==> src/rtl/imem_boot_loader_pkg.sv <==
// Shared definitions for the instruction-RAM boot loader.
//   LEN_W    : width of the little-endian length header (words to load)
//   state_e  : loader FSM states
//   rx_state : states in which the loader accepts bytes
package imem_boot_loader_pkg;

  localparam int unsigned LEN_W = 16;

  typedef enum logic [2:0] {
    ST_IDLE  = 3'd0,
    ST_LEN0  = 3'd1,
    ST_LEN1  = 3'd2,
    ST_DATA  = 3'd3,
    ST_WRITE = 3'd4,
    ST_ERR   = 3'd5
  } state_e;

  function automatic logic rx_state(input state_e s);
    return (s == ST_LEN0) || (s == ST_LEN1) || (s == ST_DATA);
  endfunction

endpackage

==> src/rtl/imem_boot_loader_if.sv <==
// Bus bundle between the boot loader and its environment.
//   start/rx_*        : control pulse and byte stream into the loader
//   core_pc/core_re   : core fetch request (passed to RAM while loader idle)
//   mem_*             : instruction RAM address/write port
//   core_hold, load_* : status back to the core / system
//   word_cnt          : words written in the current/last load
// slave = loader side, master = environment side.
interface imem_boot_loader_if #(
  parameter int unsigned W = 32,
  parameter int unsigned H = 8
) ();
  logic         start;
  logic [7:0]   rx_data;
  logic         rx_valid;
  logic         rx_ready;
  logic [W-1:0] core_pc;
  logic         core_re;
  logic [W-1:0] mem_pc;
  logic         mem_re;
  logic         mem_we;
  logic [W-1:0] mem_wdata;
  logic         core_hold;
  logic         load_done;
  logic         load_err;
  logic [H:0]   word_cnt;

  modport slave (
    input  start, rx_data, rx_valid, core_pc, core_re,
    output rx_ready, mem_pc, mem_re, mem_we, mem_wdata,
           core_hold, load_done, load_err, word_cnt
  );

  modport master (
    output start, rx_data, rx_valid, core_pc, core_re,
    input  rx_ready, mem_pc, mem_re, mem_we, mem_wdata,
           core_hold, load_done, load_err, word_cnt
  );
endinterface

==> src/rtl/imem_boot_loader_packer.sv <==
// imem_byte_packer: assembles W-bit little-endian words from a byte stream.
//   clk, rst   : clock, async active-high reset
//   clear      : restart at lane 0 with an all-zero word
//   byte_valid : byte_in is consumed this cycle into lane byte_idx
//   byte_in    : incoming byte
//   word       : packed word register (lane 0 = bits [7:0])
//   word_full  : the byte consumed this cycle completes the word
module imem_byte_packer #(
  parameter int unsigned W = 32
) (
  input  logic         clk,
  input  logic         rst,
  input  logic         clear,
  input  logic         byte_valid,
  input  logic [7:0]   byte_in,
  output logic [W-1:0] word,
  output logic         word_full
);

  localparam int unsigned LANES = W / 8;
  localparam int unsigned IDXW  = (LANES > 1) ? $clog2(LANES) : 1;

  logic [IDXW-1:0] byte_idx_q, byte_idx_d;
  logic [W-1:0]    word_q, word_d;

  always_comb begin
    word_full  = byte_valid && (byte_idx_q == IDXW'(LANES - 1));
    byte_idx_d = byte_idx_q;
    word_d     = word_q;
    if (clear) begin
      byte_idx_d = '0;
      word_d     = '0;
    end else if (byte_valid) begin
      for (int unsigned i = 0; i < LANES; i++) begin
        if (byte_idx_q == IDXW'(i)) word_d[i*8 +: 8] = byte_in;
      end
      byte_idx_d = word_full ? '0 : byte_idx_q + IDXW'(1);
    end
  end

  always_ff @(posedge clk or posedge rst) begin
    if (rst) begin
      byte_idx_q <= '0;
      word_q     <= '0;
    end else begin
      byte_idx_q <= byte_idx_d;
      word_q     <= word_d;
    end
  end

  assign word = word_q;

endmodule

==> src/rtl/imem_boot_loader.sv <==
// imem_boot_loader: boot/reload controller for a 2**H x W instruction RAM.
// Takes a 16-bit little-endian word count followed by little-endian words
// over a byte stream, writes them to RAM from address 0 while holding the
// core, and hands the RAM address port back to core fetch when idle.
//   clk, rst : clock, async active-high reset (sync release expected)
//   bus      : imem_boot_loader_if.slave (stream, fetch, RAM port, status)
// BOOT_HOLD=1 makes reset wait for a load before releasing the core.
module imem_boot_loader
  import imem_boot_loader_pkg::*;
#(
  parameter int unsigned W         = 32,
  parameter int unsigned H         = 8,
  parameter bit          BOOT_HOLD = 1'b1
) (
  input  logic             clk,
  input  logic             rst,
  imem_boot_loader_if.slave bus
);

  localparam state_e          RESET_STATE = BOOT_HOLD ? ST_LEN0 : ST_IDLE;
  localparam logic [LEN_W:0]  CAPACITY    = (LEN_W + 1)'(1) << H;

  state_e           state_q, state_d;
  logic [LEN_W-1:0] count_q, count_d;
  logic [H:0]       word_idx_q, word_idx_d;
  logic [H:0]       word_cnt_q, word_cnt_d;
  logic             rx_ready_q, rx_ready_d;
  logic             core_hold_q, core_hold_d;
  logic             mem_we_q, mem_we_d;
  logic             load_done_q, load_done_d;
  logic             load_err_q, load_err_d;

  logic             rx_fire;
  logic             restart;
  logic [LEN_W-1:0] len_full;
  logic [H:0]       next_idx;
  logic             last_word;
  logic             pack_clear;
  logic             pack_valid;
  logic             word_full;
  logic [W-1:0]     packed_word;
  logic [W-1:0]     loader_pc;

  assign rx_fire   = bus.rx_valid && rx_ready_q;
  assign restart   = bus.start && ((state_q == ST_IDLE) || (state_q == ST_ERR));
  assign len_full  = {bus.rx_data, count_q[7:0]};
  assign next_idx  = word_idx_q + (H + 1)'(1);
  assign last_word = (LEN_W'(next_idx) == count_q);
  assign pack_valid = rx_fire && (state_q == ST_DATA);

  imem_byte_packer #(
    .W (W)
  ) u_packer (
    .clk        (clk),
    .rst        (rst),
    .clear      (pack_clear),
    .byte_valid (pack_valid),
    .byte_in    (bus.rx_data),
    .word       (packed_word),
    .word_full  (word_full)
  );

  // State register
  always_ff @(posedge clk or posedge rst) begin
    if (rst) state_q <= RESET_STATE;
    else     state_q <= state_d;
  end

  // Next-state logic
  always_comb begin
    state_d = state_q;
    unique case (state_q)
      ST_IDLE:  if (bus.start) state_d = ST_LEN0;
      ST_LEN0:  if (rx_fire) state_d = ST_LEN1;
      ST_LEN1: begin
        if (rx_fire) begin
          if (len_full == '0)                    state_d = ST_IDLE;
          else if ({1'b0, len_full} > CAPACITY)  state_d = ST_ERR;
          else                                   state_d = ST_DATA;
        end
      end
      ST_DATA:  if (word_full) state_d = ST_WRITE;
      ST_WRITE: state_d = last_word ? ST_IDLE : ST_DATA;
      ST_ERR:   if (bus.start) state_d = ST_LEN0;
      default:  state_d = RESET_STATE;
    endcase
  end

  // Outputs and datapath next values. Registered outputs are derived from
  // state_d so they line up with the state they describe.
  always_comb begin
    count_d    = count_q;
    word_idx_d = word_idx_q;
    word_cnt_d = word_cnt_q;
    pack_clear = 1'b0;

    if (restart) word_cnt_d = '0;

    if (rx_fire && (state_q == ST_LEN0)) count_d[7:0] = bus.rx_data;
    if (rx_fire && (state_q == ST_LEN1)) begin
      count_d[LEN_W-1:8] = bus.rx_data;
      word_idx_d         = '0;
      pack_clear         = 1'b1;
    end
    if (state_q == ST_WRITE) begin
      word_idx_d = next_idx;
      word_cnt_d = word_cnt_q + (H + 1)'(1);
    end

    rx_ready_d  = rx_state(state_d);
    core_hold_d = (state_d != ST_IDLE);
    mem_we_d    = (state_d == ST_WRITE);
    load_err_d  = (state_d == ST_ERR);
    load_done_d = (state_d == ST_IDLE) &&
                  ((state_q == ST_LEN1) || (state_q == ST_WRITE));
  end

  always_ff @(posedge clk or posedge rst) begin
    if (rst) begin
      count_q     <= '0;
      word_idx_q  <= '0;
      word_cnt_q  <= '0;
      rx_ready_q  <= BOOT_HOLD;
      core_hold_q <= BOOT_HOLD;
      mem_we_q    <= 1'b0;
      load_done_q <= 1'b0;
      load_err_q  <= 1'b0;
    end else begin
      count_q     <= count_d;
      word_idx_q  <= word_idx_d;
      word_cnt_q  <= word_cnt_d;
      rx_ready_q  <= rx_ready_d;
      core_hold_q <= core_hold_d;
      mem_we_q    <= mem_we_d;
      load_done_q <= load_done_d;
      load_err_q  <= load_err_d;
    end
  end

  // RAM address port: core fetch passes straight through only while idle.
  always_comb begin
    loader_pc          = '0;
    loader_pc[H+2:0]   = {word_idx_q, 2'b00};
  end

  assign bus.mem_pc    = (state_q == ST_IDLE) ? bus.core_pc : loader_pc;
  assign bus.mem_re    = (state_q == ST_IDLE) ? bus.core_re : 1'b0;
  assign bus.mem_we    = mem_we_q;
  assign bus.mem_wdata = packed_word;
  assign bus.rx_ready  = rx_ready_q;
  assign bus.core_hold = core_hold_q;
  assign bus.load_done = load_done_q;
  assign bus.load_err  = load_err_q;
  assign bus.word_cnt  = word_cnt_q;

endmodule

==> src/flat_wrapper.sv <==
// flat-port wrapper written by rule: the top's interface ports become plain ports
module imem_boot_loader_flat import imem_boot_loader_pkg::*;
#(
  parameter int unsigned W         = 32,
  parameter int unsigned H         = 8,
  parameter bit          BOOT_HOLD = 1'b1
)
  (clk, rst, bus_start, bus_rx_data, bus_rx_valid, bus_core_pc, bus_core_re, bus_rx_ready, bus_mem_pc, bus_mem_re, bus_mem_we, bus_mem_wdata, bus_core_hold, bus_load_done, bus_load_err, bus_word_cnt);
  imem_boot_loader_if #(.W(W), .H(H)) bus_i ();
  input  logic clk;
  input  logic rst;
  input wire logic [$bits(bus_i.start)-1:0] bus_start;
  input wire logic [$bits(bus_i.rx_data)-1:0] bus_rx_data;
  input wire logic [$bits(bus_i.rx_valid)-1:0] bus_rx_valid;
  input wire logic [$bits(bus_i.core_pc)-1:0] bus_core_pc;
  input wire logic [$bits(bus_i.core_re)-1:0] bus_core_re;
  output wire logic [$bits(bus_i.rx_ready)-1:0] bus_rx_ready;
  output wire logic [$bits(bus_i.mem_pc)-1:0] bus_mem_pc;
  output wire logic [$bits(bus_i.mem_re)-1:0] bus_mem_re;
  output wire logic [$bits(bus_i.mem_we)-1:0] bus_mem_we;
  output wire logic [$bits(bus_i.mem_wdata)-1:0] bus_mem_wdata;
  output wire logic [$bits(bus_i.core_hold)-1:0] bus_core_hold;
  output wire logic [$bits(bus_i.load_done)-1:0] bus_load_done;
  output wire logic [$bits(bus_i.load_err)-1:0] bus_load_err;
  output wire logic [$bits(bus_i.word_cnt)-1:0] bus_word_cnt;
  assign bus_i.start = bus_start;
  assign bus_i.rx_data = bus_rx_data;
  assign bus_i.rx_valid = bus_rx_valid;
  assign bus_i.core_pc = bus_core_pc;
  assign bus_i.core_re = bus_core_re;
  assign bus_rx_ready = bus_i.rx_ready;
  assign bus_mem_pc = bus_i.mem_pc;
  assign bus_mem_re = bus_i.mem_re;
  assign bus_mem_we = bus_i.mem_we;
  assign bus_mem_wdata = bus_i.mem_wdata;
  assign bus_core_hold = bus_i.core_hold;
  assign bus_load_done = bus_i.load_done;
  assign bus_load_err = bus_i.load_err;
  assign bus_word_cnt = bus_i.word_cnt;
  imem_boot_loader #(.W(W), .H(H), .BOOT_HOLD(BOOT_HOLD)) u_core (.clk(clk), .rst(rst), .bus(bus_i));
endmodule
==> config.mk <==
export PLATFORM = sky130hd
export DESIGN_NAME = imem_boot_loader_flat
export DESIGN_NICKNAME = d
export VERILOG_FILES = /design/src/rtl/imem_boot_loader_pkg.sv /design/src/rtl/imem_boot_loader_if.sv /design/src/rtl/imem_boot_loader_packer.sv /design/src/rtl/imem_boot_loader.sv /design/src/flat_wrapper.sv
export SDC_FILE = /design/constraint.sdc
export NUM_CORES = 1
export LEC_CHECK = 0
export CAP_MARGIN = 30
export CORE_ASPECT_RATIO = 0.9
export CORE_MARGIN = 4
export CORE_UTILIZATION = 40
export CTS_CLUSTER_DIAMETER = 200
export CTS_CLUSTER_SIZE = 25
export DETAILED_ROUTE_END_ITERATION = 16
export GPL_ROUTABILITY_DRIVEN = 0
export PLACE_DENSITY_LB_ADDON = 0.2
export SLEW_MARGIN = 20
export SYNTH_ARGS = -nofsm -noshare
export SYNTH_HDL_FRONTEND = slang
export SYNTH_SLANG_ARGS = --single-unit
==> constraint.sdc <==
create_clock -name clk -period 3.75 [get_ports clk]
set_input_delay 0.75 -clock clk [delete_from_list [all_inputs] [get_ports clk]]
set_output_delay 0.75 -clock clk [all_outputs]
set_load 0.02 [all_outputs]
==> results of run 1 <==
-- cell families (layout without fill, tap and decap cells) --
logic type / after synthesis / count (layout) / synth area share [%]
AOI/OAI and AO/OA: 77 / 77 / 12.0
xor gates and xnor gates: 14 / 14 / 3.19
adders and majority gates: 6 / 6 / 1.95
buffers and inverters: 28 / 152 / 2.83
DFF: 76 / 76 / 49.6
muxes: 22 / 22 / 6.19
and+or+nand+nor: 184 / 184 / 24.2
-- worst max-delay path: stages, from the launching register on --
cell and delay, ns:
dfrtp_1 0.55, nor3_4 0.62, buf_4 0.31, and2_1 0.15
clkdlybuf4s50_1 0.61
-- stage by stage --
step                area (µm²)  cells
floorplan                 3840    407
finish                    5430    653
CTS                       5410    650
global placement          5190    635
global route              5430    653
detailed placement        5190    635
-- flip-flops by register name, indices dropped and copies added (netlist names) --
register                    cells
u_core.bus.word_cnt             9
u_core.bus.core_hold            1
u_core.u_packer.byte_idx_q      2
u_core.word_idx_q               9
u_core.u_packer.word           32
u_core.count_q                 16
u_core.bus.load_done            1
u_core.state_q                  3
u_core.bus.mem_we               1
u_core.bus.load_err             1
u_core.bus.rx_ready             1
-- synth_stat cells (3+ instances only) --
library cell / n
mux2i_1: 8
nand2b_1: 3
nor3_1: 4
o21ai_0: 45
nor2_1: 20
inv_1: 8
o21ai_1: 8
ha_1: 6
dfrtp_1: 73
nand2_1: 89
and3_1: 4
nand4_1: 4
clkbuf_1: 16
buf_2: 3
o31ai_1: 3
mux2_2: 14
xor2_1: 6
and2_1: 26
nand3_1: 10
xnor2_1: 8
nand3b_1: 4
dfstp_2: 3
a21oi_1: 6
nor4_1: 3
-- report_power, final --
part	switching, µW	total (µW)	internal [µW]
clock network	313	705	392
registers	314	1460	1140
logic	1060	2070	1010
-- cell type report --
type                            count  area share [%]
Clock buffer                       10            2.53
Clock inverter                      5            1.54
Inverter                            8           0.553
Multi-Input combinational cell    303            33.7
Sequential cell                    76            35.1
Tap cell                          122            2.81
Timing Repair Buffer              129            23.7
-- how the worst max path moves through the flow --
stage                                     end  slack, ns
2_1_floorplan  u_core.bus.load_done$_DFF_PP0_       1.07
3_3_place_gp   u_core.bus.load_done$_DFF_PP0_       0.79
3_5_place_dp   u_core.bus.load_done$_DFF_PP0_       0.76
4_1_cts                        bus_mem_pc[19]       0.40
5_1_grt                        bus_mem_pc[12]       0.25
6_report                       bus_mem_pc[19]       0.42
-- routing by layer --
layer	vias up	GRT usage, %	share of wire [%]
met3	10	4.56	4.3
met1	1582	23.6	45
met2	77	29.1	50
met5	-	0	0
met4	0	4.86	0.99
li1	1633	-	-
-- layout by cell type, fill, tap and decap left out, drive strengths merged, types with 3 or more instances in the layout --
cell type / count
clkdlybuf4s50: 123
xor2: 6
nor3: 6
nand2b: 3
nand2: 89
o21ai: 54
nor4: 5
nor2: 20
mux2: 14
and2: 26
xnor2: 8
a21oi: 6
nand3: 10
buf: 5
clkbuf: 11
inv: 9
nand3b: 5
nand4: 4
dfstp: 3
ha: 6
and3: 4
mux2i: 8
o31ai: 3
dfrtp: 73
==> results by stage, run 1 <==
Outcome:
- The run finished with clean final reports.

Power:
- Dividing total power by cell area gives a power density of 779 nW/µm².
- The static power due to leakage is 0.00233 µW.
- The overall power consumption is 4230 µW.
- The worst-case vdd ir drop is 405 µV.

Floorplanning:
- The I/O pin total is 124.
- In this run the vertical extent of the chip is 101 µm.
- The effective utilization at floorplan is 41.5%.
- The floorplan has 33 rows.
- The die area is 11200 µm².
- The die is 111 µm wide.
- The core region is 9250 µm².

Detailed routing:
- The final routed wire length divided by cell count is 15.2 µm.
- The DRC violation count after routing is 0.
- The number of vias in the routed layout is 3302.
- In the routed layout, each cell is associated on average with a via count of 5.06.
- The wire length after detailed routing is 9.89 mm.
- The first detailed-routing pass ran for 4 iterations.
- After the first detailed-routing iteration, the DRC count stood at 186.
- The post-route antenna net violation count is 0.

Yosys:
- After synthesis the netlist holds a flip-flop and latch count of 76.
- Synthesis produced 407 cells.
- The number of nets handed over by synthesis was 458.
- The sequential area share after synthesis is 49.6%.
- The number of enable flip-flop cells after synthesis is 0.
- Of the post-synthesis cell area, the dominant cell type holds 47.6%.
- The share of async-settable or async-resettable flops after synthesis is 100%.
- The commonest register cell after synthesis is dfrtp_1.
- The number of distinct library cells after synthesis is 52.
- The average footprint of a synthesized cell is 9.43 µm².
- Sorting the synthesized cells by area gives the leading types as dfrtp_1 (48%), nand2_1 (8.7%), o21ai_0 (5.9%), and2_1 (4.2%), mux2_2 (4.1%).
- The number of warnings issued by yosys is 0.
- Of all cell types, the one taking the most synthesized area is dfrtp_1.
- The netlist area before placement is 3840 µm².

GRT:
- The number of antenna violations at the first check in global routing is 0.
- The combined global-route utilization of all metal layers is 17.8%.
- The first global-routing pass estimated 16.2 mm of wire.
- The aggregate global routing overflow is 0.
- The via count of the first global-routing pass is 3205.
- The largest net degree at the start of global routing is 47.

STA:
- The total negative setup slack is 0 ns.
- At the pin with the least slew margin, the transition time is 0.674 ns.
- For the finished layout, the period the worst path requires is 3.33 ns.
- The worst slew margin relative to its limit is 54.8%.
- Setup slack closes at 0.423 ns.
- The clock skew is 0.00487 ns.
- The final count of negative-setup-slack endpoints is 0.
- The final worst hold slack is 0.482 ns.
- The number of pins exceeding their max-slew limit in the final report is 0.
- Static timing analysis puts the maximum clock frequency at 0.301 GHz.
- The fraction of the cycle the final worst path needs is 88.7%.
- Setup repair after global routing left no endpoint under its margin.
- The total count of hold-check failures in the final report came to 0.

Finish:
- The fraction of final layout cells with drive strength greater than 1 is 9.04%.
- The final standard cell utilization of the core is 58.7%.
- The net count of the finished layout is 578.
- The register area is 1910 µm².
- The number of inserted filler cells in the final layout is 823.
- Compared with the post-synthesis result, the final layout area differs by 41.4%.
- The area of the multi-input gates is 1830 µm².
- The number of antenna diodes in the final layout is 0.

Placement:
- Timing analysis after detailed placement gives a worst setup slack of 0.760 ns.
- The HPWL after detailed placement is 7.38 mm.
- The count of buffers added on input and output ports is 123.

Setup path:
- The sort of element at the end of the critical path is an output port.
- The worst register-to-register path has a depth of 7.
- The startpoint identified for the worst register-to-register timing path is u_core.word_idx_q[0]$_DFFE_PP0P_.
- Setup slack on the worst reg-to-reg path comes out at 1.34 ns.
- In this run the critical register-to-register path is captured at u_core.bus.load_done$_DFF_PP0_.
- The data required time of the critical path is 3.00 ns.
- The kind of critical path is reg2out.
- Data on the critical path arrives at its endpoint at 2.58 ns.
- STA classifies the critical path startpoint as a flip-flop.
- Of all nets on the critical path, the largest fanout is 20.
- The startpoint of the most critical setup path is u_core.state_q[2]$_DFF_PP0_.

CTS:
- The clock latency on the worst-skew pair is 0.35 ns.
- The clock edge transition at the registers on the reported setup and hold paths is 0.08 ns.
- The TritonCTS clock tree is done.
- The number of gates resized after CTS was 0.
- In this run, post-CTS hold repair placed 0 buffers.
- The post-CTS repair timing setup buffer count is 0.
- The buffer depth of the longest clock path is 2.
- The number of sinks on the clock net is 76.
- The number of clock buffers added by TritonCTS is 9.
- The root buffer selected by CTS is clkbuf_8.
- The number of H-tree branching levels is 3.

Run:
- The count of max-cap constraint violations is 0.

Worst hold path:
- The beginning of the worst hold path is u_core.count_q[11]$_DFFE_PP0P_.
- In this run the worst hold path is classified as reg2reg.
- The end of the worst hold path is u_core.count_q[11]$_DFFE_PP0P_.
- The hold-critical path depth is 2.
Note: power is estimated with default switching activity, not from simulation.
==> run 2, diff against run 1 <==
==> constraint.sdc (replaced) <==
create_clock -name clk -period 3.57 [get_ports clk]
set_input_delay 0.714 -clock clk [delete_from_list [all_inputs] [get_ports clk]]
set_output_delay 0.714 -clock clk [all_outputs]
set_load 0.02 [all_outputs]
==> run 2 against run 1 <==
Die area unchanged. Wire length increased by 3.9%. Global-route usage increased by 0.58 points. Clock power decreased by 4.5%. Count of clock-buffer cells in the layout unchanged. Total power increased by 4.1%. Combinational power increased by 6%. Core utilization decreased by 0.14 points. Clock skew increased by 0.0050 ns.
==> results by stage, run 2 (same netlist as run 1, synthesis figures left out) <==
Outcome:
- The flow ran to the end, and the final reports show no timing, DRC or antenna violations.

GRT:
- The met1 demand-to-capacity share in global routing is 24.3% (+0.69 points).
- The wire length of the first global-routing pass is 16.9 mm (+3.9%).
- The most used routing layer is met2.
- The largest net degree at the start of global routing is 50 (+6.4%).
- The via count of the first global-routing pass was 3327 (+3.8%).
- The aggregate global routing overflow is 0 (unchanged).
- The met2 demand-to-capacity share in global routing is 31.0% (+1.9 points).
- The number of antenna violations at the first check in global routing is 0 (unchanged).
- The fraction of met3 tracks used by global routing came to 4.20% (-0.36 points).
- The combined global-route utilization of all metal layers is 18.3% (+0.58 points).

CTS:
- The post-CTS repair timing setup buffer count is 0 (unchanged).
- The number of sinks on the clock net is 76 (unchanged).
- The clock latency on the worst-skew pair is 0.35 ns (about the same).
- The cts-stage hold buffer count is 0 (unchanged).
- The buffer depth of the longest clock path is 2 (unchanged).
- The TritonCTS clock tree is done.
- The number of resized instances in the post-cts repair step is 0 (unchanged).
- The clock edge transition at the registers on the reported setup and hold paths is 0.08 ns (about the same).
- The total CTS buffers is 9 (unchanged).
- The number of H-tree branching levels was 3 (unchanged).
- The root buffer selected by CTS is clkbuf_8.

STA:
- The final count of negative-setup-slack endpoints is 0 (unchanged).
- The number of pins exceeding their max-slew limit in the final report was 0 (unchanged).
- The total negative setup slack is 0 ns (unchanged).
- The clock skew is 0.00983 ns (+0.00495 ns).
- The fraction of the cycle the final worst path needs is 86.2%.
- Setup repair after global routing left no endpoint under its margin.
- The total count of hold-check failures in the final report is 0 (unchanged).
- The worst slew margin relative to its limit came to 51.2% (-3.6 points).
- Counting I/O delays and the setup requirement, the final critical path takes 3.08 ns.
- Timing would allow up to 0.325 GHz.
- The slew at the pin closest to its max-slew limit is 0.728 ns (+0.0537 ns).

Detailed routing:
- The number of detailed-route iterations in the first pass is 5 (+1).
- The post-route antenna net violation count is 0 (unchanged).
- The first-iteration detailed-routing DRC count came to 160 (-14%).
- The final routed wire length divided by cell count is 15.7 µm (+3.6%).
- The DRC violation count after routing is 0 (unchanged).
- The ratio of routed vias to standard cells is 5.11 (+1.1%).
- The wire length after detailed routing is 10.3 mm (+3.9%).
- The number of vias in the routed layout is 3348 (+1.4%).

Power:
- The worst-case vdd ir drop is 410 µV (+1.4%).
- The part of the total power dissipated in the clock network came to 15.3% (-1.4 points).
- The share of total power consumed by net switching is 41.0% (+1.1 points).
- The logic gate share of total power is 49.8% (+0.9 points).
- The net switching component of the power was 1800 µW (+6.8%).
- The internal cell power is 2600 µW (+2.3%).
- The overall power consumption is 4410 µW (+4.1%).
- The total power per unit cell area is 813 nW/µm² (+4.3%).
- The static power due to leakage is 0.00233 µW (about the same).
- The proportion of power drawn by flip-flops and latches was 34.9% (+0.5 points).

Finish:
- The area growth from synthesis to layout is 41.1%.
- The area of the multi-input gates is 1830 µm² (unchanged).
- The number of inserted filler cells in the final layout is 811 (-1.5%).
- The fraction of final layout cells with drive strength greater than 1 came to 9.38% (+0.34 points).
- The commonest non-fill, non-tap cell in the layout is clkdlybuf4s50_1.
- In the layout the commonest cells are clkdlybuf4s50_1 (123), nand2_1 (89), dfrtp_1 (73).
- The register area was 1910 µm² (unchanged).
- The number of antenna cells inserted is 0 (unchanged).
- The flip-flop count of the largest register, all copies and words added is 32 (unchanged).
- The final standard cell utilization of the core is 58.6% (-0.14 points).
- The net total in the final layout is 579 (+0.17%).

Setup path:
- The buffers plus inverters on the worst setup path is 2 (unchanged).
- Traced cell by cell, the critical path runs through nor3_4 -> buf_4 -> mux2_2 -> clkdlybuf4s50_1.
- The setup slack on the worst flop-to-flop path is 1.20 ns (-0.14 ns).
- The worst setup path is launched from a flip-flop.
- The sort of element at the end of the critical path is an output port.
- The biggest fanout along the worst timing path came to 36 (+80%).
- The critical path is of the reg2out type.
- The startpoint identified for the worst register-to-register timing path is u_core.word_idx_q[0]$_DFFE_PP0P_.
- The number of cells on the worst reg-to-reg path is 7 (unchanged).
- The data required time of the critical path is 2.86 ns (-0.14 ns).
- The data arrival time of the critical path came to 2.36 ns (-0.22 ns).
- In this design, the largest share of critical-path delay is due to buffers and inverters.
- The endpoint identified for the worst register-to-register timing path is u_core.bus.load_done$_DFF_PP0_.
- The biggest cell delay along the critical path came to 0.55 ns (-0.07 ns).
- Among all stages on the critical path, the largest delay is contributed by dfrtp_1.

Floorplanning:
- The horizontal die dimension is 111 µm (unchanged).
- The effective utilization at floorplan is 41.5% (unchanged).
- The number of standard-cell rows in the floorplan is 33 (unchanged).
- The I/O pin total is 124 (unchanged).
- The chip height is 101 µm (unchanged).
- The area of the core region is 9250 µm² (unchanged).
- The die area came to 11200 µm² (unchanged).

Worst hold path:
- The worst hold path begins at u_core.bus.word_cnt[8]$_DFFE_PP0P_.
- The path with the worst hold slack has its endpoint at u_core.bus.word_cnt[8]$_DFFE_PP0P_.
- The hold-critical path depth is 1 (-1).
- The class of the tightest hold or removal check is reg2reg.

Placement:
- The port buffer count came to 123 (unchanged).
- The HPWL after detailed placement is 7.58 mm (+2.7%).

Run:
- The count of max-cap constraint violations came to 0 (unchanged).
[run 2: cell types whose count changed in the layout (fill, tap and decap cells not counted)]
cell and delta:
buf_4 +1, bufinv_16 -1, clkinv_2 +2, clkinv_4 +1, inv_6 -1
[run 2: routing by layer]
metal / share of wire, % / wire length, µm
met1: 44 / 4550
met4: 1.1 / 110
met3: 3.9 / 398
met5: 0 / 0
met2: 51 / 5230
[run 2: area by class of cell]
class                           instances  area share (%)
Sequential cell                        76            35.2
Multi-Input combinational cell        303            33.8
Timing Repair Buffer                  130            23.9
Tap cell                              122            2.82
Clock buffer                           10            2.54
Clock inverter                          6            1.18
Inverter                                8           0.554
[run 2: power by group through the flow]
stage	logic [µW]	registers [µW]	clock network [µW]
finish	2200	1540	673
global route	2380	1590	729
CTS	2210	1540	690
detailed placement	2200	1550	0
global placement	2150	1540	0
floorplan	1150	1640	0
[run 2: worst max-delay path by stage]
| stage | startpoint | to | cells after the start |
|---|---|---|---|
| 6_report | u_core.state_q[2]$_DFF_PP0_ | bus_mem_pc[3] | 4 |
| 5_1_grt | u_core.state_q[2]$_DFF_PP0_ | bus_mem_pc[3] | 4 |
| 4_1_cts | u_core.state_q[2]$_DFF_PP0_ | bus_mem_pc[3] | 4 |
| 3_5_place_dp | bus_rx_data[5] | u_core.bus.load_done$_DFF_PP0_ | 7 |
| 3_3_place_gp | bus_rx_data[5] | u_core.bus.load_done$_DFF_PP0_ | 7 |
| 2_1_floorplan | rst | u_core.bus.load_done$_DFF_PP0_ | 1 |
[run 2: stage by stage]
step           cell area [µm²]  hold WS, ns  setup slack [ns]  cells
2_1_floorplan             3840        0.446             0.923    407
3_3_place_gp              5190        0.461             0.654    636
3_5_place_dp              5190        0.466             0.597    636
4_1_cts                   5400        0.485             0.472    652
5_1_grt                   5420        0.509             0.384    655
6_report                  5420        0.479             0.493    655
